### src/rtl/fifo_sync_ram_ctrl.sv
// rtl/fifo_sync_ram_ctrl.sv - single-clock FIFO controller sequencing a dual-port sync-read RAM
//
// Generates RAM write/read addresses and enables, tracks occupancy and drives
// registered FULL/EMPTY/status flags. Write data and read data pass straight through.
//
// Optional feature macro: FIFO_CTRL_THRESH_EN (builds registered almost-full/almost-empty flags;
// when undefined afull and aempty are tied 0 and the threshold parameters are unused).
//
// Ports:
//   clock, reset_n        single rising-edge clock, asynchronous active-low reset
//   we, data              push request and push data
//   re                    pop request
//   q, dvld               pop data (= mem_rdata) and its one-cycle valid
//   full, empty           registered flags: no push / no pop accepted this cycle
//   afull, aempty         registered threshold flags (macro-gated)
//   wrcnt                 occupancy 0..DEPTH
//   overflow, underflow   one-cycle pulses for push while full / pop while empty
//   mem_wdata, mem_waddr, mem_wen   RAM write port
//   mem_raddr, mem_ren, mem_rdata   RAM read port (rdata valid one cycle after mem_ren)

module fifo_sync_ram_ctrl #(
    parameter int WIDTH     = 32,
    parameter int DEPTH     = 128,
    parameter int AW        = 7,
    parameter int AFULL_TH  = 120,
    parameter int AEMPTY_TH = 8
) (
    input  logic             clock,
    input  logic             reset_n,
    input  logic             we,
    input  logic [WIDTH-1:0] data,
    input  logic             re,
    output logic [WIDTH-1:0] q,
    output logic             dvld,
    output logic             full,
    output logic             empty,
    output logic             afull,
    output logic             aempty,
    output logic [AW:0]      wrcnt,
    output logic             overflow,
    output logic             underflow,
    output logic [WIDTH-1:0] mem_wdata,
    output logic [AW-1:0]    mem_waddr,
    output logic             mem_wen,
    output logic [AW-1:0]    mem_raddr,
    output logic             mem_ren,
    input  logic [WIDTH-1:0] mem_rdata
);

    localparam logic [AW:0]   CNT_ONE   = (AW+1)'(1);
    localparam logic [AW:0]   CNT_DEPTH = (AW+1)'(DEPTH);
    localparam logic [AW-1:0] PTR_ONE   = AW'(1);
    localparam logic [AW-1:0] PTR_LAST  = AW'(DEPTH - 1);

    logic [AW-1:0] wptr;
    logic [AW-1:0] rptr;
    logic [AW:0]   cnt;
    logic [AW:0]   cnt_next;
    logic          full_q;
    logic          empty_q;
    logic          dvld_q;
    logic          ovf_q;
    logic          udf_q;
    logic          push_ok;
    logic          pop_ok;

    // Acceptance is decided purely from the registered flags, so a push and a
    // pop in the same cycle never see each other's effect.
    assign push_ok = we & ~full_q;
    assign pop_ok  = re & ~empty_q;

    always_comb begin
        cnt_next = cnt;
        if (push_ok && !pop_ok) begin
            cnt_next = cnt + CNT_ONE;
        end else if (pop_ok && !push_ok) begin
            cnt_next = cnt - CNT_ONE;
        end
    end

    always_ff @(posedge clock or negedge reset_n) begin
        if (!reset_n) begin
            wptr    <= '0;
            rptr    <= '0;
            cnt     <= '0;
            full_q  <= 1'b0;
            empty_q <= 1'b1;
            dvld_q  <= 1'b0;
            ovf_q   <= 1'b0;
            udf_q   <= 1'b0;
        end else begin
            // Explicit wrap keeps non-power-of-two depths contiguous.
            if (push_ok) begin
                wptr <= (wptr == PTR_LAST) ? '0 : wptr + PTR_ONE;
            end
            if (pop_ok) begin
                rptr <= (rptr == PTR_LAST) ? '0 : rptr + PTR_ONE;
            end
            cnt     <= cnt_next;
            full_q  <= (cnt_next == CNT_DEPTH);
            empty_q <= (cnt_next == '0);
            // The RAM samples mem_ren on the same edge, so its data and dvld line up.
            dvld_q  <= pop_ok;
            ovf_q   <= we & full_q;
            udf_q   <= re & empty_q;
        end
    end

`ifdef FIFO_CTRL_THRESH_EN
    localparam logic [AW:0] AFULL_LVL  = (AW+1)'(AFULL_TH);
    localparam logic [AW:0] AEMPTY_LVL = (AW+1)'(AEMPTY_TH);

    logic afull_q;
    logic aempty_q;

    always_ff @(posedge clock or negedge reset_n) begin
        if (!reset_n) begin
            afull_q  <= 1'b0;
            aempty_q <= 1'b1;
        end else begin
            afull_q  <= (cnt_next >= AFULL_LVL);
            aempty_q <= (cnt_next <= AEMPTY_LVL);
        end
    end

    assign afull  = afull_q;
    assign aempty = aempty_q;
`else
    assign afull  = 1'b0;
    assign aempty = 1'b0;
`endif

    assign q         = mem_rdata;
    assign dvld      = dvld_q;
    assign full      = full_q;
    assign empty     = empty_q;
    assign wrcnt     = cnt;
    assign overflow  = ovf_q;
    assign underflow = udf_q;
    assign mem_wdata = data;
    assign mem_waddr = wptr;
    assign mem_wen   = push_ok;
    assign mem_raddr = rptr;
    assign mem_ren   = pop_ok;

endmodule
### config.mk
export PLATFORM = sky130hd
export DESIGN_NAME = fifo_sync_ram_ctrl
export DESIGN_NICKNAME = d
export VERILOG_FILES = /design/src/rtl/fifo_sync_ram_ctrl.sv
export SDC_FILE = /design/constraint.sdc
export NUM_CORES = 1
export LEC_CHECK = 0
export ABC_CLOCK_PERIOD_IN_PS = 5700
export BUFFER_PORTS_ARGS = -buffer_cell sky130_fd_sc_hd__clkbuf_2
export CELL_PAD_IN_SITES_DETAIL_PLACEMENT = 0
export CELL_PAD_IN_SITES_GLOBAL_PLACEMENT = 1
export CORE_MARGIN = 4
export CORE_UTILIZATION = 28
export CTS_CLUSTER_DIAMETER = 60
export CTS_CLUSTER_SIZE = 40
export DETAILED_ROUTE_END_ITERATION = 10
export MAX_ROUTING_LAYER = met4
export PLACE_DENSITY = 0.95
export SLEW_MARGIN = 10
export SYNTH_ARGS = -nofsm -noshare
export SYNTH_HDL_FRONTEND = slang
export SYNTH_SLANG_ARGS = --single-unit
export TNS_END_PERCENT = 1
### constraint.sdc
create_clock -name clock -period 5.7 [get_ports clock]
set_input_delay 1.14 -clock clock [delete_from_list [all_inputs] [get_ports clock]]
set_output_delay 1.14 -clock clock [all_outputs]
set_load 0.02 [all_outputs]
== After elaboration in Yosys (flattened, before gate mapping) ==
Cells that the tools add are included.

* Bits in registers: 27
* Logic and storage cells: 30

* Add/subtract/negate cells: 4
* Equal/unequal tests: 3
* Multiplexer cells: 4
* Bitwise operators: 6
* Reduce and logical (&&, ||, !) cells: 5

{| class="wikitable"
|+ Operator list
! cell !! number
|-
| 8-bit 2-to-1 mux || 2
|-
| 7-bit by 1-bit adder with 7-bit output (second input constant) || 2
|-
| 7-bit equality test (second input constant) || 2
|-
| 7-bit 2-to-1 mux || 2
|-
| 8-bit by 1-bit adder with 8-bit output (second input constant) || 1
|-
| 8-bit equality test (second input constant) || 1
|-
| 8-bit zero test || 1
|-
| 8-bit by 1-bit subtractor with 8-bit output (second input constant) || 1
|-
| 1-bit AND || 4
|-
| 1-bit logical AND || 2
|-
| 1-bit zero test || 2
|-
| 1-bit inverter || 2
|}

== Depth between registers and ports, before layout ==
* Depth after elaboration: 7
* Mapped depth: 8
* Depth with buffers taken out: 7

== Worst setup path after synthesis ==
OpenSTA, ideal clock, no wires.

* Kind: in2out
* From: input re
* To: output mem_ren
* Arrival: 1.621 ns
* Required time: 4.560 ns
* Path slack: 2.939 ns
* Stages: 4
* Path buffers: 2
* Path through: nand2b_4 > buf_12 > inv_6 > buf_2

* Longest elaborated chain between the ends: 1

{| class="wikitable"
|+ RTL lines
! item !! line !! RTL
|-
| start: declaration || 32 || <nowiki>input logic re,</nowiki>
|-
| 1-bit AND || 70 || <nowiki>assign pop_ok = re & ~empty_q;</nowiki>
|-
| end: declaration || 46 || <nowiki>output logic mem_ren,</nowiki>
|}

No other way between the ends.

== Worst setup path in the final report ==
* From: input we
* To: output mem_wen

* Longest elaborated chain between the ends: 1

{| class="wikitable"
|+ RTL lines
! item !! line !! RTL
|-
| start: declaration || 30 || <nowiki>input logic we,</nowiki>
|-
| 1-bit AND || 69 || <nowiki>assign push_ok = we & ~full_q;</nowiki>
|-
| end: declaration || 44 || <nowiki>output logic mem_wen,</nowiki>
|}

No other way between the ends.

==> flow_metrics.env <==
export IMPL_setup_worst_path_start_class="input pin"
export IMPL_register_area_um2=676.9
export IMPL_fp_dieH_um=91.33
export IMPL_crit_family="buffers and inverters"
export IMPL_holdWs_ns=0.4951
export IMPL_gp_congestion=0.8048
export IMPL_rsz0062_at_grt="false"
export IMPL_gr_total_overflow=0
export IMPL_grt_pass1_vias=1141
export IMPL_cts_tree="yes"
export IMPL_cts_buffer_depth=2
export IMPL_postCtsSetupBuffers=0
export IMPL_setup_viol=0
export IMPL_ys_seq_area_frac=0.3481
export IMPL_dp_hpwl_um=2613
export IMPL_clock_sinks=27
export IMPL_yosys_most_used_dff="dfrtp_1"
export IMPL_die_area_um2=8341
export IMPL_crit_type="input pin to output port"
export IMPL_vias=1150
export IMPL_vias_per_cell=4.545
export IMPL_p_leak_nw=0.7578
export IMPL_finalMaxSlewViolations=0
export IMPL_synth_area_um2=1944
export IMPL_crit_chain="clkbuf_2, nand2b_4, inv_2, clkbuf_2"
export IMPL_drv_cap=0
export IMPL_synth_cell_types=39
export IMPL_setup_tns_ns=0
export IMPL_avgRoutedWirePerCell_um=13.28
export IMPL_period_share=0.5153
export IMPL_critPathBufInv=3
export IMPL_dr_pass1_iters=4
export IMPL_multiInputGateArea_um2=701.9
export IMPL_min_period_ns=2.937
export IMPL_hold_buffers=0
export IMPL_cpPeakStageDelay_ns=0.21
export IMPL_htreeDepth=1
export IMPL_crit_slowest_cell="clkbuf_2"
export IMPL_powerDensity_nw_per_um2=485.0
export IMPL_peakVddDrop_v=0.00009295
export IMPL_synth_area_per_cell_um2=9.393
export IMPL_routed_wl_um=3361
export IMPL_cp_arrival_ns=1.80
export IMPL_skew_ns=0.004897
export IMPL_max_freq_ghz=0.3405
export IMPL_start_util=0.2878
export IMPL_worst_pin_slew_ns=0.6547
export IMPL_clk_pin_slew_ns=0.09
export IMPL_drc=0
export IMPL_synthCells=207
export IMPL_port_buffers=32
export IMPL_antenna_found_initial=0
export IMPL_outcome="finished clean"
export IMPL_hold_viol=0
export IMPL_grt_pass1_wl_um=5630
export IMPL_cts_root_buffer="clkbuf_8"
export IMPL_final_nets=246
export IMPL_crit_path_end_kind="output port"
export IMPL_cp_required_ns=4.56
export IMPL_crit_fanout=16
export IMPL_crit_top_cell="clkbuf_2"
export IMPL_numCtsBuffers=3
export IMPL_drt_initial_drc_count=63
export IMPL_fillers=709
export IMPL_final_common_cell="clkbuf_2"
export IMPL_maxSlewHeadroom=0.5636
export IMPL_cts_resized=0
export IMPL_layout_drive_gt1_share=0.2717
export IMPL_coreArea_um2=6756
export IMPL_clk_latency_ns=0.27
export IMPL_grt_usage=0.08350
export IMPL_yosysWarnings=0
export IMPL_rows=30
export IMPL_layout_common_cells="clkbuf_2, dfrtp_1, nand2_1"
export IMPL_async_reset_ff_frac=1.000
export IMPL_min_path_type="flop to flop"
export IMPL_synth_seq_cells=27
export IMPL_synth_edf_count=0
export IMPL_die_x_um=91.33
export IMPL_postRouteAntennaNets=0
export IMPL_grt_max_degree=28
export IMPL_ios=163
export IMPL_diodes=0
export IMPL_syn_to_final_growth_pct=-11.78
==> routing by layer <==
layer	routed length, um	vias up	part of all wire	global-route usage
li1	-	560	-	-
met1	1406	538	0.42	0.09903
met2	1581	40	0.47	0.1269
met3	311	12	0.093	0.03065
met4	61	0	0.018	0.03643
met5	0	-	0	-
==> flip-flops by register name (all words and copies together), names as in the netlist <==
name and count:
mem_raddr 7, wrcnt 8, dvld 1, underflow 1
full 1, mem_waddr 7, overflow 1, empty 1
==> final cells by class <==
| cell class | count | share of cell area |
|---|---|---|
| clock inverter | 1 | 0.004376 |
| inverter | 6 | 0.01605 |
| tap | 80 | 0.05835 |
| clock buffer | 3 | 0.02407 |
| timing repair buffer | 32 | 0.09336 |
| multi-input combinational | 104 | 0.4092 |
| sequential | 27 | 0.3946 |
==> worst register-to-register path, stage by stage (launching register included) <==
cell	delay [ns]
dfrtp_1	0.53
inv_1	0.13
ha_1	0.24
inv_1	0.11
nor4_4	0.07
or3_1	0.33
a222oi_1	0.44
and3_1	0.21
==> report_power, final <==
group          total [W]  leakage, nW  internal (W)  switching, W
clock network   0.000108       0.0217     0.0000495     0.0000588
logic           0.000364        0.406      0.000143      0.000221
registers       0.000360        0.330      0.000259      0.000101
total           0.000832        0.758      0.000452      0.000380
==> cells in the mapped netlist (all sizes together), types with 2 or more instances <==
master | instances | share of area
buf | 71 | 0.28
dfrtp | 26 | 0.33
nand2 | 11 | 0.021
nor3 | 10 | 0.026
xnor2 | 10 | 0.045
nor2 | 8 | 0.015
and2 | 7 | 0.023
inv | 6 | 0.014
nand3 | 6 | 0.015
o21ai | 6 | 0.017
a21oi | 5 | 0.013
nand4 | 5 | 0.016
or3 | 5 | 0.016
ha | 4 | 0.026
nor4 | 4 | 0.021
and3 | 3 | 0.010
xor2 | 3 | 0.014
a21o | 2 | 0.0077
a222oi | 2 | 0.010
and4 | 2 | 0.0090
nand2b | 2 | 0.014
==> final timing paths <==
kind,cells past startpoint,start,end,slack [ns]
max in group asynchronous,1,reset_n,mem_waddr[1],4.40
worst min register to register,1,mem_waddr[6],mem_waddr[5],0.50
worst max register to register,7,wrcnt[0],full,3.58
min in group asynchronous,1,reset_n,mem_waddr[0],0.88
worst min-delay path,1,mem_waddr[6],mem_waddr[5],0.50
worst max-delay path,4,we,mem_wen,2.76
==> kinds of logic after synthesis <==
kind of cell | after synthesis | synth area share
AO/OA/AOI/OAI | 19 | 0.06306
XOR/XNOR | 13 | 0.05856
adder cells (fa/ha/maj) | 4 | 0.02574
buffers and inverters | 77 | 0.2928
other | 1 | 0.001929
AND/OR/NAND/NOR | 66 | 0.2098
flip-flops | 27 | 0.3481
==> stage by stage <==
step	worst slack, ns	area [um^2]	instances	power (W)	utilization
CTS	2.758	1715	253	0.0008444	0.2539
detailed placement	2.762	1667	249	0.0007327	0.2467
global placement	2.775	1667	249	0.0007253	0.2467
finish	2.763	1715	253	0.0008321	0.2539
global route	2.702	1715	253	0.0009034	0.2539
floorplan	2.939	1948	208	0.0006697	-
Note: power is estimated with default switching activity, not from simulation.
